### src/rtl/trigger_sequencer.sv
// Multi-stage trigger engine for the logic capture path.
// Each stage matches per-bit levels or edges a programmable number of times, then advances; the last stage fires the trigger.
module trigger_sequencer #(
    parameter int unsigned size    = 32,
    parameter int unsigned levels  = 8,
    parameter int unsigned cnt_w   = 16,
    parameter int unsigned saddr_w = 24
) (
    input  logic                        clk,
    input  logic                        reset,
    input  logic [size-1:0]             dinput,
    input  logic                        sample_en,
    input  logic                        arm,
    input  logic                        abort,
    input  logic [$clog2(levels):0]     num_levels,
    input  logic [levels*size-1:0]      trig_mask,
    input  logic [levels*size-1:0]      trig_type,
    input  logic [levels*size-1:0]      trig_level,
    input  logic [levels*cnt_w-1:0]     trig_count,
    output logic                        armed,
    output logic                        triggered,
    output logic                        trig_pulse,
    output logic [$clog2(levels)-1:0]   stage,
    output logic [saddr_w-1:0]          trigger_pos
);

    localparam int unsigned SW  = $clog2(levels);
    localparam int unsigned NLW = $clog2(levels) + 1;
    localparam int unsigned CW1 = cnt_w + 1;

    localparam logic [1:0] ST_IDLE  = 2'd0;
    localparam logic [1:0] ST_PRIME = 2'd1;
    localparam logic [1:0] ST_RUN   = 2'd2;
    localparam logic [1:0] ST_DONE  = 2'd3;

    logic [1:0]         state_q, state_d;
    logic [SW-1:0]      stage_q, stage_d;
    logic [cnt_w-1:0]   occ_q, occ_d;
    logic [saddr_w-1:0] scnt_q, scnt_d;
    logic [size-1:0]    prev_q, prev_d;
    logic [saddr_w-1:0] pos_q, pos_d;
    logic               pulse_q, pulse_d;
    logic               armed_q, triggered_q;

    logic [size-1:0]    cur_mask, cur_type, cur_level, hit_bits;
    logic [cnt_w-1:0]   cur_cnt, cnt_eff;
    logic [NLW-1:0]     nl_eff;
    logic [CW1-1:0]     occ_inc;
    logic [saddr_w-1:0] scnt_inc;
    logic               match, reach, is_last;

    // Select the configuration of the current stage and evaluate its match.
    always_comb begin
        cur_mask  = '0;
        cur_type  = '0;
        cur_level = '0;
        cur_cnt   = '0;
        for (int unsigned k = 0; k < levels; k++) begin
            if (stage_q == SW'(k)) begin
                cur_mask  = trig_mask[k*size +: size];
                cur_type  = trig_type[k*size +: size];
                cur_level = trig_level[k*size +: size];
                cur_cnt   = trig_count[k*cnt_w +: cnt_w];
            end
        end
        // A bit passes if masked out, or at the required value and (for edges) just changed.
        hit_bits = ~cur_mask | (~(dinput ^ cur_level) & (~cur_type | (prev_q ^ dinput)));
        match    = &hit_bits;

        cnt_eff  = (cur_cnt == '0) ? cnt_w'(1) : cur_cnt;
        occ_inc  = {1'b0, occ_q} + CW1'(1);
        reach    = (occ_inc >= {1'b0, cnt_eff});

        if (num_levels == '0) begin
            nl_eff = NLW'(1);
        end else if (num_levels > NLW'(levels)) begin
            nl_eff = NLW'(levels);
        end else begin
            nl_eff = num_levels;
        end
        is_last  = (NLW'(stage_q) == (nl_eff - NLW'(1)));

        scnt_inc = (&scnt_q) ? scnt_q : (scnt_q + saddr_w'(1));
    end

    // Next-state and next-output logic.
    always_comb begin
        state_d = state_q;
        stage_d = stage_q;
        occ_d   = occ_q;
        scnt_d  = scnt_q;
        prev_d  = prev_q;
        pos_d   = pos_q;
        pulse_d = 1'b0;

        case (state_q)
            ST_IDLE: begin
                stage_d = '0;
                occ_d   = '0;
                scnt_d  = '0;
                if (arm) begin
                    state_d = ST_PRIME;
                end
            end
            ST_PRIME: begin
                // First sample only seeds edge history.
                if (sample_en) begin
                    prev_d  = dinput;
                    scnt_d  = scnt_inc;
                    state_d = ST_RUN;
                end
            end
            ST_RUN: begin
                if (sample_en) begin
                    prev_d = dinput;
                    scnt_d = scnt_inc;
                    if (match) begin
                        if (reach) begin
                            if (is_last) begin
                                state_d = ST_DONE;
                                pos_d   = scnt_q;
                                pulse_d = 1'b1;
                            end else begin
                                stage_d = stage_q + SW'(1);
                                occ_d   = '0;
                            end
                        end else begin
                            occ_d = occ_inc[cnt_w-1:0];
                        end
                    end
                end
            end
            ST_DONE: begin
                if (arm) begin
                    state_d = ST_PRIME;
                    stage_d = '0;
                    occ_d   = '0;
                    scnt_d  = '0;
                end
            end
            default: begin
                state_d = ST_IDLE;
            end
        endcase

        // Abort overrides everything, including a trigger in the same cycle.
        if (abort) begin
            state_d = ST_IDLE;
            stage_d = '0;
            occ_d   = '0;
            scnt_d  = '0;
            pos_d   = pos_q;
            pulse_d = 1'b0;
        end
    end

    always_ff @(posedge clk or negedge reset) begin
        if (!reset) begin
            state_q     <= ST_IDLE;
            stage_q     <= '0;
            occ_q       <= '0;
            scnt_q      <= '0;
            prev_q      <= '0;
            pos_q       <= '0;
            pulse_q     <= 1'b0;
            armed_q     <= 1'b0;
            triggered_q <= 1'b0;
        end else begin
            state_q     <= state_d;
            stage_q     <= stage_d;
            occ_q       <= occ_d;
            scnt_q      <= scnt_d;
            prev_q      <= prev_d;
            pos_q       <= pos_d;
            pulse_q     <= pulse_d;
            armed_q     <= (state_d == ST_PRIME) || (state_d == ST_RUN);
            triggered_q <= (state_d == ST_DONE);
        end
    end

    assign armed       = armed_q;
    assign triggered   = triggered_q;
    assign trig_pulse  = pulse_q;
    assign stage       = stage_q;
    assign trigger_pos = pos_q;

endmodule
### config.mk
export PLATFORM = sky130hd
export DESIGN_NAME = trigger_sequencer
export DESIGN_NICKNAME = d
export VERILOG_FILES = /design/src/rtl/trigger_sequencer.sv
export SDC_FILE = /design/constraint.sdc
export NUM_CORES = 1
export LEC_CHECK = 0
export ABC_AREA = 1
export CORE_AREA = 3 3 378 380
export CTS_CLUSTER_DIAMETER = 50
export DETAILED_ROUTE_END_ITERATION = 16
export DIE_AREA = 0 0 381 383
export GPL_TIMING_DRIVEN = 0
export PLACE_DENSITY_LB_ADDON = 0.15
export RECOVER_POWER = 100
export REMOVE_ABC_BUFFERS = 1
export SLEW_MARGIN = 20
export SYNTH_ARGS = -nofsm -noshare
export SYNTH_HDL_FRONTEND = slang
export SYNTH_SLANG_ARGS = --single-unit
### constraint.sdc
create_clock -name clk -period 4.9 [get_ports clk]
set_input_delay 0.735 -clock clk [delete_from_list [all_inputs] [get_ports clk]]
set_output_delay 0.735 -clock clk [all_outputs]
set_load 0.01 [all_outputs]
After elaboration in Yosys (flattened, before gate mapping) --
Index checks and enable logic that the tools add are counted.
Storage, ports and cells: register bits 104, output and inout port bits 30, logic and storage cells 129
Operators by class: add/subtract/negate cells 4, order comparisons 2, eq/ne operators 22, multiplexer cells 68, bitwise operators 9, reduce and logical (&&, ||, !) cells 15
Operator list (number):
- $mux W32 | 24
- $mux W16 | 15
- $mux W24 | 4
- $not A32 Y32 | 3
- $pmux W24 S3 | 1
- $or A32 B32 Y32 | 2
- $xor A32 B32 Y32 | 2
- $pmux W16 S3 | 1
- $reduce_and A37 Y1 | 1
- $and A32 B32 Y32 | 1
- $reduce_and A32 Y1 | 1
- $add A24 B1 Y24 const B | 1
- $reduce_and A24 Y1 | 1
- $mux W3 | 6
- $ne A3 B3 Y1 const B | 6
- $add A16 B1 Y17 const B | 1
- $ge A17 B16 Y1 | 1
- $logic_not A16 Y1 | 1
- $mux W2 | 7
- $eq A3 B3 Y1 const B | 4
- $pmux W3 S3 | 1
- $eq A2 B2 Y1 const B | 4
- $mux W4 | 2
- $eq A3 B2 Y1 const B | 2
- 21 further kinds | 28

Longest topological paths before layout --
Gate-level depths: netlist of the first run.
depth in word-level cells 20, depth in mapped cells 41, mapped depth without buffers 36

Least setup slack after synthesis of the first run --
No wires, ideal clock.
kind reg2reg, from register stage_q[2] (netlist: stage[2]), to register occ_q[10], library setup time 0.136 ns, arrival time 4.582 ns, required time 4.764 ns, setup slack 0.182 ns, stages on the path, launching flop included 29, path buffers 7, clock period less this slack 4.718 ns, path through dfrtp_1 buf_6 inv_4 buf_2 ha_1 buf_2 inv_2 buf_2 buf_2 clkbuf_1 clkbuf_1 o21ai_0 a31oi_1 a211oi_1 o311ai_0 a22oi_1 ha_1 a21oi_1 o21a_1 o21ai_0 nand2_1 a21oi_1 o21bai_1 nand2_1 a21oi_1 nand2_1 a31oi_2 a21boi_1 o21ai_0
Between the ends: longest elaborated chain between the ends 17, elaborated cells on any way between the ends 60, classes of those cells order compare: 1; eq/ne: 10; mux: 38; bitwise: 7; reduce/logical: 4
RTL lines:
- from (decl) | line 37 | logic [SW-1:0] stage_q, stage_d;
- from (signal assigned) | line 170 | stage_q <= stage_d;
- $logic_not A3 Y1 | line 59 | if (stage_q == SW'(k)) begin
- $mux W16 (8 in a row) | line 59
- $logic_not A16 Y1 | line 70 | cnt_eff = (cur_cnt == '0) ? cnt_w'(1) : cur_cnt;
- $mux W16 | line 70
- $ge A17 B16 Y1 | line 72 | reach = (occ_inc >= {1'b0, cnt_eff});
- $mux W16 | line 118 | if (reach) begin
- $mux W16 | line 117 | if (match) begin
- $mux W16 | line 114 | if (sample_en) begin
- $pmux W16 S3 | line 96 | case (state_q)
- $mux W16 | line 147 | if (abort) begin
- to (signal assigned) | line 161 | occ_q <= '0;
- to (signal assigned) | line 171 | occ_q <= occ_d;
- to (decl) | line 38 | logic [cnt_w-1:0] occ_q, occ_d;
Several ways; a longest one is shown, not always the timed one. The select of a mux whose other input is x is not followed. A chain may end at the register's enable or synchronous reset.

Worst setup path after layout of the first run --
from register stage_q[0] (netlist: stage[0]), to register armed_q (netlist: armed)
Between the ends: longest elaborated chain between the ends 20, elaborated cells on any way between the ends 61, classes of those cells order compare: 1; eq/ne: 10; mux: 39; bitwise: 7; reduce/logical: 4
RTL lines:
- parallel branches: the longest is 14 deep, another holds $ge A17 B16 Y1
- $mux W2 * | line 117
- $mux W2 * | line 114
- $pmux W2 S3 * | line 96
- $mux W2 * | line 147
- via state_d[0] | line 36 | logic [1:0] state_q, state_d;
- $eq A2 B1 Y1 or $eq A2 B2 Y1 (tied branches) | line 176 | armed_q <= (state_d == ST_PRIME) || (state_d == ST_RUN);
- $logic_or A1 B1 Y1 * | line 176
- to (signal assigned) | line 176
- to (decl) | line 43 | logic armed_q, triggered_q;
Mark *: on every way through the listed nets, which the timed path passes.

==> run_results.csv, run 1 <==
group,metric,value,unit
grt,grt_pass1_vias,23417,
outcome,status,"finished, violations left",
synth,syn-instance-count,3189,
synth,synth_seq_area_share,0.159,
grt,grt_use_total,0.177,
route,antenna_left,0,
floorplanning,die_h,383,µm
setup_path,reg2reg_slack,270,ps
setup_path,worstSetupEndpointType,"flip-flop",
synth,synthAdderAreaFrac,0.0230,
floorplanning,num_rows,137,
timing,hold_violations,0,
clocking,cts.clk_slew.worst_paths,100,ps
setup_path,slowest_stage,"dfrtp_2",
clocking,cts_tree,"built",
route,top_layer_used,"met5",
timing,fin_crit,4630,ps
clocking,cts_buffers,9,
clocking,clockBufferDepth,2,
final_layout,layout_commonest_cell,"nand2_1",
route,avgRoutedWirePerCell,23.2,µm
setup_path,cp-start-kind,"flip-flop",
final_layout,drive_gt1_frac,0.0707,
hold_path,min_path_cells,1,
placement,post-place-cells,5868,
synth,synth-simple-area-share,0.578,
synth,synth_area,0.0164,mm²
floorplanning,die_w,381,µm
route,routed-wl-met2,69700,µm
hold_path,holdCritStartpoint,"scnt_q[2]$_DFFE_PN0P_",
setup_path,r2r-start,"stage[0]$_DFFE_PN0P_",
pwr,swShare,0.488,
synth,synthMuxAreaShare,0,
pwr,total_leakage_power,13.7,nW
outcome,violations,"max-capacitance violations, max-slew violations",
setup_path,required,5200,ps
pwr,p_per_area,211,mW/mm²
final_layout,layout_common_cells,"1,205 x nand2_1, 936 x clkdlybuf4s50_1, 467 x nand3_1, 401 x nor2_1, 318 x inv_1",
grt,antenna_found_initial,24,
final_layout,synthToLayoutAreaGrowth,84.0,%
pwr,peakVddDrop,153,µV
route,vias_per_cell,3.96,
clocking,clk_latency,410,ps
pwr,p_switching,3.10,mW
synth,synth_area_per_cell,5.13,µm²
timing,finalCritPeriodShare,0.946,
floorplanning,core-area,0.140,mm²
grt,grt_max_degree,80,
pwr,comb_power_share,0.686,
floorplanning,dieArea,0.146,mm²
grt,grt_pass1_wl,183000,µm
synth,synth_warnings,0,
pwr,clkPwrFrac,0.139,
timing,slew_headroom,-1.44,
clocking,numClockSinks,104,
synth,ys_ff_latch,104,
pwr,power_frac_seq,0.175,
grt,gr-total-overflow,0,
hold_path,min_path_type,"flip-flop to flip-flop",
synth,synth_compound_area_frac,0.0949,
synth,async_flop_share,1.00,
setup_path,critical_path_class,"flip-flop to flip-flop",
placement,gp_congestion,0.841,
setup_path,worstRegToRegCells,34,
job,drv_cap,2,
timing,fin_skew,23.5,ps
placement,dpl_worst_slack,-2480,ps
setup_path,cpPeakStageDelay,430,ps
timing,final.setup.tns,0,ps
timing,finalSetupViolations,0,
setup_path,critPathMaxFanout,10,
pwr,internal_power,3.25,mW
hold_path,min_to,"scnt_q[2]$_DFFE_PN0P_",
synth,netlist-cell-type-count,45,
floorplanning,start_util,0.117,
placement,hpwlAfterDp,99900,µm
route,drtPass1Iterations,5,
final_layout,final_nets,5048,
clocking,root_buffer,"clkbuf_16",
clocking,postCtsHoldBufs,0,
clocking,cts.htree.levels,3,
setup_path,rr_endpoint,"armed$_DFF_PN0_",
route,num_vias,23690,
placement,io_buffers,966,
route,met1Wirelength,58700,µm
synth,synth_top_family_by_area,"simple AND/OR/NAND/NOR gates",
final_layout,fin_cells,5977,
floorplanning,io_pins,967,
route,route.met3.wl,7110,µm
timing,fin_ws,265,ps
route,drc,0,
synth,synth_flop_cell,"dfrtp_1",
timing,max_freq,0.216,GHz
route,wirelength,139000,µm
synth,synth_edf_count,0,
synth,synth-xor-area-share,0.00696,
timing,tightestPinTransition,3670,ps
route,drt-initial-drc-count,1501,
timing,slew_violations,102,
setup_path,crit_top_cell,"nand2_1",
setup_path,critPathArrivalTime,4930,ps
[final cells by class]
type | count | area (µm²)
diodes | 15 | 37.5
repair buffers | 1066 | 11300
repair inverters | 4 | 37.5
clock buffers | 9 | 225
flip-flops and latches | 104 | 2610
well taps | 1876 | 2350
inverters | 334 | 1370
clock inverters | 7 | 91.3
multi-input cells | 2562 | 12100
fillers | 16212 | 109000
[cells in the mapped netlist (12+ instances only)]
| master | instances | area share |
|---|---|---|
| nand2_1 | 1216 | 0.28 |
| nand3_1 | 470 | 0.14 |
| nor2_1 | 405 | 0.093 |
| inv_1 | 324 | 0.074 |
| dfrtp_1 | 104 | 0.16 |
| o21ai_0 | 91 | 0.028 |
| buf_2 | 77 | 0.024 |
| clkbuf_1 | 75 | 0.017 |
| or2_2 | 65 | 0.025 |
| a21oi_1 | 39 | 0.012 |
| ha_1 | 30 | 0.023 |
| or2_0 | 30 | 0.011 |
| o211ai_1 | 25 | 0.011 |
| buf_4 | 24 | 0.011 |
| o21ai_1 | 24 | 0.0073 |
| nand4_1 | 20 | 0.0077 |
| a31oi_1 | 19 | 0.0073 |
| or2_1 | 16 | 0.0061 |
| a211oi_1 | 15 | 0.0069 |
| a22oi_1 | 14 | 0.0064 |
| o311ai_0 | 13 | 0.0070 |
| buf_1 | 12 | 0.0028 |
| nor3_1 | 12 | 0.0037 |
[worst max-delay path by stage]
stage	cells after the start	slack, ps	start	endpoint
floorplan	36	-3610	stage[1]$_DFFE_PN0P_	trigger_pos[14]$_DFFE_PN0P_
global placement	24	-13900	stage[1]$_DFFE_PN0P_	trigger_pos[19]$_DFFE_PN0P_
detailed placement	32	-2480	stage[2]$_DFFE_PN0P_	trigger_pos[19]$_DFFE_PN0P_
CTS	34	30	stage[0]$_DFFE_PN0P_	armed$_DFF_PN0_
global route	34	-10	stage[0]$_DFFE_PN0P_	trigger_pos[18]$_DFFE_PN0P_
finish	34	270	stage[0]$_DFFE_PN0P_	armed$_DFF_PN0_
[kinds of logic after synthesis]
group,Yosys count
simple gates,2254
buf+inv,531
compound gates,257
flops,104
fa+ha+maj,30
xor+xnor,13
[critical path: cells and delay by family, from the launching register on]
kind                     cells  cell delay [ps]
AO/OA/AOI/OAI               10             1520
adder cells (fa/ha/maj)      3              690
buffers and inverters        7              770
flip-flops                   1              430
AND/OR/NAND/NOR             14             1100
[through the flow]
stage | hold WS [ps] | area (µm²) | utilization | power [mW]
floorplan | 423 | 15400 | - | 3.04
global placement | 443 | 27400 | 0.196 | 5.17
detailed placement | 448 | 28400 | 0.203 | 5.20
CTS | 298 | 29500 | 0.211 | 6.37
global route | 502 | 30100 | 0.216 | 6.98
finish | 462 | 30100 | 0.216 | 6.35
[state kept, by name, indices dropped and copies added (netlist names)]
signal	cells
trigger_pos	24
state_q	2
trig_pulse	1
occ_q	16
stage	3
prev_q	32
armed	1
scnt_q	24
triggered	1
[routing by layer]
metal	vias to the layer above	track usage
li1	11825	-
met1	11000	0.214
met5	-	0
met4	10	0.0429
met2	739	0.323
met3	116	0.0290
[power by group through the flow]
stage | registers, mW | clock network (mW) | logic (mW)
finish | 1.11 | 0.882 | 4.36
global route | 1.13 | 0.976 | 4.86
CTS | 1.11 | 0.954 | 4.31
detailed placement | 1.13 | 0 | 4.07
global placement | 1.13 | 0 | 4.04
floorplan | 1.11 | 0 | 1.93
[what timing repair did]
action / in CTS / in global routing
setup buffers: 32 / 23
gates resized for setup: 73 / 54
pin swaps: 18 / 21
endpoints found under the hold margin: 0 / 0
cloned: 13 / 10
endpoints found under the setup margin: 48 / 48
Note: power is estimated with default switching activity, not from simulation.
==> inputs of run 2 (changes only) <==
--- a/config.mk
+++ b/config.mk
@@ -5,11 +5,10 @@
 export SDC_FILE = /design/constraint.sdc
 export NUM_CORES = 1
 export LEC_CHECK = 0
-export ABC_AREA = 1
-export CORE_AREA = 3 3 378 380
+export CORE_AREA = 3 3 375 377
 export CTS_CLUSTER_DIAMETER = 50
 export DETAILED_ROUTE_END_ITERATION = 16
-export DIE_AREA = 0 0 381 383
+export DIE_AREA = 0 0 378 380
 export GPL_TIMING_DRIVEN = 0
 export PLACE_DENSITY_LB_ADDON = 0.15
 export RECOVER_POWER = 100
==> run 2 against run 1 <==
Against the previous run: the run ends with max-capacitance violations, max-slew violations, negative setup slack left; die area shrank 1.6%; via count shrank 1.6%; core utilization grew 0.98 points; synthesized cell count shrank 30%; global-route usage grew 4.5 points; final cell count shrank 16%.
==> run_results.csv, run 2 <==
group,metric,value,unit
outcome,status,"finished, violations left",
outcome,violations,"max-capacitance violations, max-slew violations, negative setup slack",
timing,rsz0062_at_grt,"true",
timing,fin_skew,18.8,ps
clocking,clockBufferDepth,2,
setup_path,critPathArrivalTime,5540,ps
setup_path,worstSetupEndpointType,"flip-flop",
timing,fin_ws,-333,ps
placement,io_buffers,966,
hold_path,min_path_type,"flip-flop to flip-flop",
route,drtPass1Iterations,5,
placement,hpwlAfterDp,115000,µm
job,drv_cap,3,
grt,grt_pass1_wl,217000,µm
clocking,numClockSinks,104,
synth,synthTopCellsByArea,"dfrtp_1 17%, o21ai_0 7.2%, nand2_1 7.0%",
clocking,clk_latency,420,ps
final_layout,layout_common_cells,"936 x clkdlybuf4s50_1, 288 x nand2_1, 189 x o21ai_0, 168 x a21oi_1, 157 x nor2_1",
synth,netlist-cell-type-count,83,
floorplanning,die_h,380,µm
setup_path,rr_endpoint,"trigger_pos[8]$_DFFE_PN0P_",
floorplanning,core-area,0.137,mm²
final_layout,layout_commonest_cell,"clkdlybuf4s50_1",
setup_path,slowest_stage,"dfrtp_2",
floorplanning,num_rows,136,
final_layout,drive_gt1_frac,0.137,
final_layout,largest_register_ff_count,32,
synth,synth_top_area_frac,0.167,
setup_path,critPathMaxFanout,7,
grt,grt_pass1_vias,23695,
floorplanning,die_w,378,µm
clocking,cts_tree,"built",
grt,grt_use_total,0.221,
synth,yosys-top-cells-count,"292 x nand2_1, 224 x o21ai_0, 182 x a21oi_1, 164 x nor2_1, 128 x clkbuf_1",
timing,hold_violations,0,
route,wirelength,167000,µm
clocking,cts.clk_slew.worst_paths,110,ps
setup_path,critical_path_class,"flip-flop to flip-flop",
floorplanning,dieArea,0.144,mm²
grt,gr-total-overflow,0,
final_layout,final_nets,4167,
synth,synth_warnings,0,
setup_path,cp-start-kind,"flip-flop",
timing,tightestPinTransition,2970,ps
route,drc,0,
hold_path,holdCritStartpoint,"prev_q[7]$_DFFE_PN0P_",
synth,synth.most_common_cell,"nand2_1",
setup_path,worstRegToRegCells,28,
synth,synth_flop_cell,"dfrtp_1",
pwr,total_leakage_power,11.5,nW
timing,slew_headroom,-0.977,
clocking,cts.htree.levels,3,
final_layout,largest-register,"prev_q",
synth,synth_area_leader_cell,"dfrtp_1",
synth,synth_area,0.0156,mm²
route,avgRoutedWirePerCell,33.3,µm
synth,syn-instance-count,2238,
timing,fin_crit,5230,ps
pwr,peakVddDrop,179,µV
grt,grt_max_degree,70,
route,vias_per_cell,4.64,
route,antenna_left,0,
placement,gp_congestion,0.845,
final_layout,synthToLayoutAreaGrowth,98.8,%
timing,finalSetupViolations,45,
grt,antenna_found_initial,44,
synth,async_flop_share,1.00,
route,drt-initial-drc-count,1744,
timing,max_freq,0.191,GHz
clocking,root_buffer,"clkbuf_16",
pwr,p_per_area,128,mW/mm²
synth,ys_ff_latch,104,
timing,holdWs,514,ps
clocking,postCtsHoldBufs,0,
hold_path,min_to,"prev_q[7]$_DFFE_PN0P_",
synth,synth_edf_count,0,
timing,finalCritPeriodShare,1.07,
setup_path,cpPeakStageDelay,480,ps
timing,slew_violations,130,
floorplanning,io_pins,967,
setup_path,required,5200,ps
pwr,power,3.96,mW
clocking,cts_buffers,9,
synth,synth_seq_area_share,0.167,
hold_path,min_path_cells,2,
floorplanning,start_util,0.113,
setup_path,reg2reg_slack,-330,ps
setup_path,r2r-start,"stage[1]$_DFFE_PN0P_",
synth,synth_area_per_cell,6.97,µm²
route,num_vias,23321,
run 2: report_power, final:
group	switching [mW]	total, mW	internal, mW	leakage [nW]
Combinational	0.746	1.88	1.13	9.97
Sequential	0.114	1.12	1.01	1.38
Clock	0.496	0.962	0.467	0.166
run 2: cell type report:
cell class | instances | area (µm²)
inverter | 58 | 302
timing repair inverter | 3 | 41.3
tap | 1794 | 2240
timing repair buffer | 1168 | 12900
clock inverter | 6 | 110
fill | 15291 | 106000
clock buffer | 10 | 229
antenna | 29 | 72.6
sequential | 104 | 2610
multi-input combinational | 1856 | 12500
run 2: worst max-delay path, delay by kind of cell (launching register included):
family,cells,cell delay (ps)
AND/OR/NAND/NOR,6,950
flip-flops,1,480
multiplexers,2,560
AO/OA/AOI/OAI,11,1560
adder cells (fa/ha/maj),3,600
buffers and inverters,6,910
run 2: per-stage QoR:
step           cell area (µm²)   util  setup slack, ps  TNS [ps]  std cells
6_report                 31000  0.226             -333    -12970       5028
3_3_place_gp             26600  0.193           -28630  -1658310       4775
3_5_place_dp             28000  0.204            -2610   -115850       4830
2_1_floorplan            14700      -            -9040   -427740       2015
5_1_grt                  31000  0.225             -522    -25750       5013
4_1_cts                  30700  0.223             -376    -14730       4984
run 2: layer usage:
layer  vias to the layer above  share of wire  routed length, µm  track usage
met5                         -        0.00031                 52            0
met3                       123          0.069              11500       0.0432
met2                       971           0.50              84400        0.399
li1                      10501              -                  -            -
met4                         8          0.020               3410       0.0559
met1                     11718           0.41              67900        0.266
run 2: worst max-delay path by stage:
stage / start / end / slack, ps / cells past startpoint
after floorplan: stage[1]$_DFFE_PN0P_ / occ_q[0]$_DFFE_PN0P_ / -9040 / 25
after global routing: stage[1]$_DFFE_PN0P_ / occ_q[7]$_DFFE_PN0P_ / -520 / 29
after global placement: stage[2]$_DFFE_PN0P_ / occ_q[8]$_DFFE_PN0P_ / -28630 / 13
after detailed placement: stage[2]$_DFFE_PN0P_ / trigger_pos[14]$_DFFE_PN0P_ / -2610 / 16
after CTS: stage[1]$_DFFE_PN0P_ / trigger_pos[4]$_DFFE_PN0P_ / -380 / 28
final: stage[1]$_DFFE_PN0P_ / trigger_pos[8]$_DFFE_PN0P_ / -330 / 28
run 2: what timing repair did:
| action | CTS | global route |
|---|---|---|
| hold endpoints to repair | 0 | 0 |
| buffers inserted | 108 | 11 |
| gates cloned | 30 | 5 |
| endpoints found under the setup margin | 48 | 48 |
| pin swaps | 43 | 24 |
| resized for setup | 135 | 40 |
run 2: logic make-up after synthesis:
group           synth area share
flops                      0.167
mux                       0.0495
fa+ha+maj                 0.0241
xor+xnor                  0.0197
simple gates               0.244
compound gates             0.422
buf+inv                   0.0742
